===== config.mk =====
export PLATFORM = sky130hd
export DESIGN_NAME = clock_out_monitor
export DESIGN_NICKNAME = d
export VERILOG_FILES = /design/src/rtl/clock_out_monitor.sv
export SDC_FILE = /design/constraint.sdc
export NUM_CORES = 1
export LEC_CHECK = 0
export CELL_PAD_IN_SITES_DETAIL_PLACEMENT = 1
export CELL_PAD_IN_SITES_GLOBAL_PLACEMENT = 1
export CORE_MARGIN = 1
export CORE_UTILIZATION = 43
export CTS_BUF_LIST = sky130_fd_sc_hd__clkbuf_8 sky130_fd_sc_hd__clkbuf_16
export CTS_CLUSTER_SIZE = 12
export DETAILED_ROUTE_END_ITERATION = 7
export GPL_ROUTABILITY_DRIVEN = 1
export GPL_TIMING_DRIVEN = 0
export PLACE_DENSITY_LB_ADDON = 0.1
export SYNTH_ARGS = -nofsm -noshare
export SYNTH_HDL_FRONTEND = slang
export SYNTH_SLANG_ARGS = --single-unit
export TNS_END_PERCENT = 1

===== constraint.sdc =====
create_clock -name clock -period 4.3 [get_ports clock]
set_input_delay 0.86 -clock clock [delete_from_list [all_inputs] [get_ports clock]]
set_output_delay 0.86 -clock clock [all_outputs]
set_load 0.005 [all_outputs]

===== src/rtl/clock_out_monitor.sv =====
// Measures a forwarded clock-like signal against clock: period, lock, period/stuck errors.
// Latency: registered effects of a rise appear on the 3rd clock edge after clock_in is first sampled high.
// Backpressure: none; clock_in is sampled every cycle and results are plain registered outputs.
module clock_out_monitor #(
    parameter int EXPECTED_PERIOD = 8,
    parameter int TOLERANCE       = 1,
    parameter int LOCK_COUNT      = 4,
    parameter int TIMEOUT         = 64,
    parameter int PERIOD_WIDTH    = 16,
    parameter int COUNT_WIDTH     = 32
) (
    input  logic                    clock,
    input  logic                    reset,
    input  logic                    clock_in,
    input  logic                    clear_errors,
    output logic [PERIOD_WIDTH-1:0] period,
    output logic                    period_valid,
    output logic                    locked,
    output logic                    period_error,
    output logic                    stuck_error,
    output logic [COUNT_WIDTH-1:0]  edge_count
);

    localparam int LO_INT = (EXPECTED_PERIOD > TOLERANCE) ? (EXPECTED_PERIOD - TOLERANCE) : 0;
    localparam int HI_INT = EXPECTED_PERIOD + TOLERANCE;
    localparam int RUN_W  = $clog2(LOCK_COUNT + 1);

    localparam logic [PERIOD_WIDTH:0]   LO_V      = LO_INT[PERIOD_WIDTH:0];
    localparam logic [PERIOD_WIDTH:0]   HI_V      = HI_INT[PERIOD_WIDTH:0];
    localparam logic [PERIOD_WIDTH-1:0] TIMEOUT_V = TIMEOUT[PERIOD_WIDTH-1:0];
    localparam logic [RUN_W-1:0]        LOCK_V    = LOCK_COUNT[RUN_W-1:0];

    typedef enum logic [1:0] {
        IDLE    = 2'd0,
        MEASURE = 2'd1,
        LOCKED  = 2'd2,
        LOST    = 2'd3
    } state_t;

    state_t                  state;
    state_t                  state_nxt;
    logic                    s1;
    logic                    s2;
    logic                    p;
    logic                    rise;
    logic [PERIOD_WIDTH-1:0] cnt;
    logic [RUN_W-1:0]        run;
    logic [RUN_W-1:0]        run_nxt;
    logic                    good;
    logic                    timeout;
    logic                    period_load;
    logic                    set_period_err;
    logic                    set_stuck;

    assign rise    = s2 & ~p;
    assign good    = ({1'b0, cnt} >= LO_V) && ({1'b0, cnt} <= HI_V);
    // A rise reloads cnt, so it always wins over a coincident timeout.
    assign timeout = ~rise && (cnt == TIMEOUT_V);

    always_ff @(posedge clock) begin
        if (reset) begin
            s1    <= 1'b0;
            s2    <= 1'b0;
            p     <= 1'b0;
            cnt   <= '0;
            state <= IDLE;
            run   <= '0;
        end else begin
            s1    <= clock_in;
            s2    <= s1;
            p     <= s2;
            state <= state_nxt;
            run   <= run_nxt;
            if (rise) begin
                cnt <= {{(PERIOD_WIDTH-1){1'b0}}, 1'b1};
            end else if (cnt != TIMEOUT_V) begin
                cnt <= cnt + 1'b1;
            end
        end
    end

    always_comb begin
        state_nxt      = state;
        run_nxt        = run;
        period_load    = 1'b0;
        set_period_err = 1'b0;
        set_stuck      = 1'b0;
        case (state)
            IDLE: begin
                if (rise) state_nxt = MEASURE;
            end
            MEASURE: begin
                if (rise) begin
                    period_load = 1'b1;
                    if (good) begin
                        run_nxt = run + 1'b1;
                        if (run_nxt == LOCK_V) state_nxt = LOCKED;
                    end else begin
                        run_nxt = '0;
                    end
                end else if (timeout) begin
                    state_nxt = LOST;
                    set_stuck = 1'b1;
                    run_nxt   = '0;
                end
            end
            LOCKED: begin
                if (rise) begin
                    period_load = 1'b1;
                    if (!good) begin
                        state_nxt      = MEASURE;
                        run_nxt        = '0;
                        set_period_err = 1'b1;
                    end
                end else if (timeout) begin
                    state_nxt = LOST;
                    set_stuck = 1'b1;
                    run_nxt   = '0;
                end
            end
            LOST: begin
                // The first period after recovery spans the stuck interval, so it is not evaluated.
                if (rise) state_nxt = MEASURE;
            end
            default: state_nxt = IDLE;
        endcase
    end

    always_ff @(posedge clock) begin
        if (reset) begin
            period       <= '0;
            period_valid <= 1'b0;
            locked       <= 1'b0;
            period_error <= 1'b0;
            stuck_error  <= 1'b0;
            edge_count   <= '0;
        end else begin
            period_valid <= period_load;
            locked       <= (state_nxt == LOCKED);
            if (period_load) period <= cnt;
            if (rise) edge_count <= edge_count + 1'b1;
            if (set_period_err)    period_error <= 1'b1;
            else if (clear_errors) period_error <= 1'b0;
            if (set_stuck)         stuck_error  <= 1'b1;
            else if (clear_errors) stuck_error  <= 1'b0;
        end
    end

endmodule

* Word level (Yosys, flattened, before mapping)
Cells that the tools add are included.
** Operators by class
- Add/sub/neg operators :: 3
- Magnitude comparators :: 2
- Equality and inequality tests :: 8
- Muxes and demuxes :: 27
- Bitwise gates (word level) :: 3
- Reductions and logical operators :: 11
** Operators with widths (number)
- $add 32x1->32 const B :: 1
- $add 16x1->16 const B :: 1
- $eq 16x7->1 const B :: 1
- $ge 16x3->1 const B :: 1
- $le 16x4->1 const B :: 1
- $ne 16x7->1 const B :: 1
- $mux 3 :: 5
- $mux 2 :: 7
- $mux 1 :: 13
- $reduce_bool 2->1 :: 4
- $eq 2x2->1 const B :: 3
- $pmux 2 s3 :: 1
- $pmux 3 s2 :: 1
- $reduce_or 2->1 :: 3
- $add 3x1->3 const B :: 1
- $eq 3x3->1 const B :: 1
- $ne 3x3->1 const B :: 1
- $eq 2x1->1 const B :: 1
- $logic_and 1x1->1 :: 2
- $logic_not 2->1 :: 1
- $not 1->1 :: 2
- $reduce_and 2->1 :: 1
- $and 1x1->1 :: 1
** Storage, ports and cells
- Register bits after elaboration :: 76
- Input bits :: 4
- Output and inout bits :: 52

* Longest topological paths before layout
- Depth in word-level cells :: 8
- Gate-level depth with buffers :: 8
- Depth with buffers taken out :: 8

* Least setup slack after synthesis
Ideal clock, no wire load.
- Path kind :: register to register
- Start :: reg edge_count[0]
- End :: reg edge_count[30]
- Setup time :: 70 ps
- Arrival :: 1791 ps
- Required time :: 4230 ps
- Slack :: 2438 ps
- Cell stages (with the launch flop) :: 7
- Clock period less this slack :: 1862 ps
- Cells stage by stage :: dfxtp_1 ha_1 and4b_1 nand3_4 or3_4 or3_1 a21oi_1
** Between the ends
- Word-level cells in the longest chain between the ends :: 1
** RTL lines
- from (decl) :: RTL line 21 : output logic [COUNT_WIDTH-1:0] edge_count
- from (signal assigned) :: RTL line 141 : if (rise) edge_count <= edge_count + 1'b1;
- $add 32x1->32 :: RTL line 141
No other way between the ends.
A chain may end at the register's enable or synchronous reset.

* Worst setup path in the final report
- Start :: reg edge_count[10]
- End :: out edge_count[10]
No word-level cell between the ends.

==> results by group <==
Outcome
  • Status: completed

Yosys
  • Async set or reset register ratio after synthesis: 0%
  • Main synth FF type: dfxtp_1
  • Syn_area_per_cell: 8.62 um^2
  • Area contributors post-synth: dfxtp_1 45%, xor2_1 7.6%, nor2_1 6.2%
  • Yosys warns: 0
  • Post-Syn Nets: 402
  • Cells after Synth: 389
  • Post-synth top area share: 45.4%
  • Synth top cells by count: 76 x dfxtp_1, 55 x nor2_1, 49 x nand2_1
  • Seq/Total Area, Yosys: 45.4%
  • Post-synth EDFFs: 0
  • Area leader, netlist: dfxtp_1
  • Post-Synthesis Cell Area: 3350 um^2
  • Most frequent cell after synthesis: dfxtp_1
  • Distinct cells, synth: 40
  • Seq cells post-synth: 76

Critical path
  • Largest delay contributor family on the critical path: buffers and inverters
  • WP data required: 3.44 ns
  • Worst Setup End Kind: output port
  • Crit path from: edge_count[10]
  • RR Startpoint: state[0]
  • Slowest-stage cell, CP: clkdlybuf4s50_1
  • Buf/Inv on CP: 1
  • Crit Path Max Fanout: 6
  • CP Cell Sequence: clkdlybuf4s50_1
  • Critical path type: reg -> out
  • Largest stage delay on the critical path: 0.54 ns
  • Arr. time, crit path: 1.33 ns
  • Crit path launch type: register

Global route
  • All-layer global routing usage: 22.0%
  • Initial antenna violation count: 0
  • Largest net degree at the start of global routing: 13
  • First-pass GRT wire length: 14400 um
  • Vias in the first global route: 2991
  • Grt total ovfl: 0

Floorplan
  • Die H: 90.3 um
  • Number of top-level pins: 56
  • Core area: 7410 um^2
  • Initial core utilization: 45.3%
  • Die X: 90.3 um
  • # rows: 31
  • Area of the die: 8160 um^2

Hold path
  • Worst Hold Class: reg -> reg
  • Min-delay src: s1

Layout
  • Register area: 1520 um^2
  • Core Util, Final: 56.8%
  • Layout cells sized above 1: 6.11%
  • Number of antenna diodes: 0
  • Syn-to-layout area delta: 25.5%
  • Multi-input gate area: 1730 um^2
  • Nets: 467
  • Post-route cell area: 4210 um^2
  • FILL cells: 872

Detailed routing
  • Met2 routed WL: 4220 um
  • Met3 wire length: 213 um
  • DRC Markers: 0
  • Max Used Layer: met4
  • Avg WL per Cell: 15.0 um
  • Vias per cell: 5.21
  • First drt pass iteration count: 4
  • Via Count: 2900
  • Antenna viol nets, final: 0
  • DRT iter0 DRCs: 45
  • Metal-1 WL: 3810 um
  • DRT Wirelength: 8380 um

Clock tree
  • Post_cts resized: 0
  • Buffer levels on the longest clock path: 2
  • Clk slew on worst S/H paths: 0.07 ns
  • TritonCTS Buffers: 9
  • Skew-Pair Late Insertion Delay: 0.35 ns
  • Hold buffer count at cts: 0
  • Post-CTS Setup Bufs: 0
  • Clock Tree Root: clkbuf_8
  • H-tree depth: 3
  • TritonCTS clock tree: yes
  • Clk sinks: 76

Pwr
  • Lkg Pwr: 1.47 nW
  • Pwr/cell area: 307 nW/um^2
  • Switching Power: 0.293 mW
  • Part of the power in the clock network: 41.9%
  • Cell Int Power: 0.997 mW
  • Gate power share: 3.0%
  • Peak VDD IR: 168 uV
  • Sw Share: 22.7%
  • Flop pwr share: 55.2%
  • Total power: 1.29 mW

Place
  • Dpl hpwl: 6090 um
  • Port buffer count: 54
  • Pre-CTS WS: 2.16 ns
  • Placed inst area: 4020 um^2
  • GPL Wtd Cong: 0.779

Timing
  • Final Setup Violations: 0
  • Setup tns final: 0 ns
  • Setup slack after layout: 2.11 ns
  • RSZ-0062 raised after global routing: no
  • Final slew viol count: 0
  • Final period utilization: 50.8%
  • Worst Skew: 0.0106 ns
  • Fin crit period: 2.19 ns
  • Maximum clock rate: 0.457 GHz
  • Final hold vios: 0
  • Slew Limit Headroom: 63.2%
  • Worst slew pin tran: 0.552 ns

Run
  • Max cap viols: 0
-- worst paths after layout --
| check | endpoint | cells after the start | slack (ns) |
|---|---|---|---|
| max | edge_count[10] | 1 | 2.11 |
| min | s2 | 1 | 0.45 |
| max reg2reg | period[9] | 7 | 2.15 |
| min reg2reg | s2 | 1 | 0.45 |
-- logic make-up after synthesis --
kind of cell,count (synthesis),share of synthesized area (%)
buffers and inverters,27,3.21
adders and majority gates,9,3.36
DFF,76,45.4
AOI/OAI and AO/OA,53,8.69
and+or+nand+nor,183,28.7
xor gates and xnor gates,41,10.7
-- flip-flops by register name, summed over array words and instances (netlist names) --
signal / count
edge_count: 32
cnt: 16
period: 16
run: 3
state: 2
locked: 1
p: 1
period_error: 1
period_valid: 1
s1: 1
s2: 1
stuck_error: 1
-- per-layer routing --
layer  vias to the layer above  global-route usage [%]
li1                       1446                       -
met1                      1395                    26.2
met2                        44                    38.7
met3                        15                    4.55
met4                         0                    8.33
met5                         -                       0
-- power by group through the flow --
stage	Clock (mW)	Sequential [mW]	Combinational (mW)
after CTS	0.556	0.712	0.0391
after floorplan	0	0.727	0.0252
after global routing	0.584	0.713	0.0438
final	0.540	0.712	0.0384
after global placement	0	0.728	0.0370
after detailed placement	0	0.728	0.0390
-- through the flow --
step	hold WS, ns	cells
final	0.448	557
after global placement	0.430	542
after global routing	0.467	557
after floorplan	0.414	389
after CTS	0.454	557
after detailed placement	0.438	542
-- cells in the final DEF (no fill, tap or decap), types with 3 or more instances in the layout --
cell type and n:
dfxtp_1 76, nor2_1 55, clkdlybuf4s50_1 54, nand2_1 49, a21oi_1 33, xor2_1 29, nand3_1 21, clkbuf_1 14
nand4_1 12, xnor2_1 12, clkbuf_8 10, inv_1 9, o21ai_0 9, ha_1 9, and3_1 7, or3_1 7
nand2b_1 6, nor2b_1 5, and4_1 4, nor4_4 4, nor3_1 3, clkinv_2 3
-- layout make-up --
cell class	instances	share of cell area, %
plain buffers	18	1.75
clock buffers	10	3.27
clock inverters	5	1.25
inverters	9	0.803
multi-input cells	286	41.0
flip-flops and latches	76	36.1
well taps	99	2.94
repair buffers	54	12.8
No activity file was read; power rests on OpenSTA's default activity.
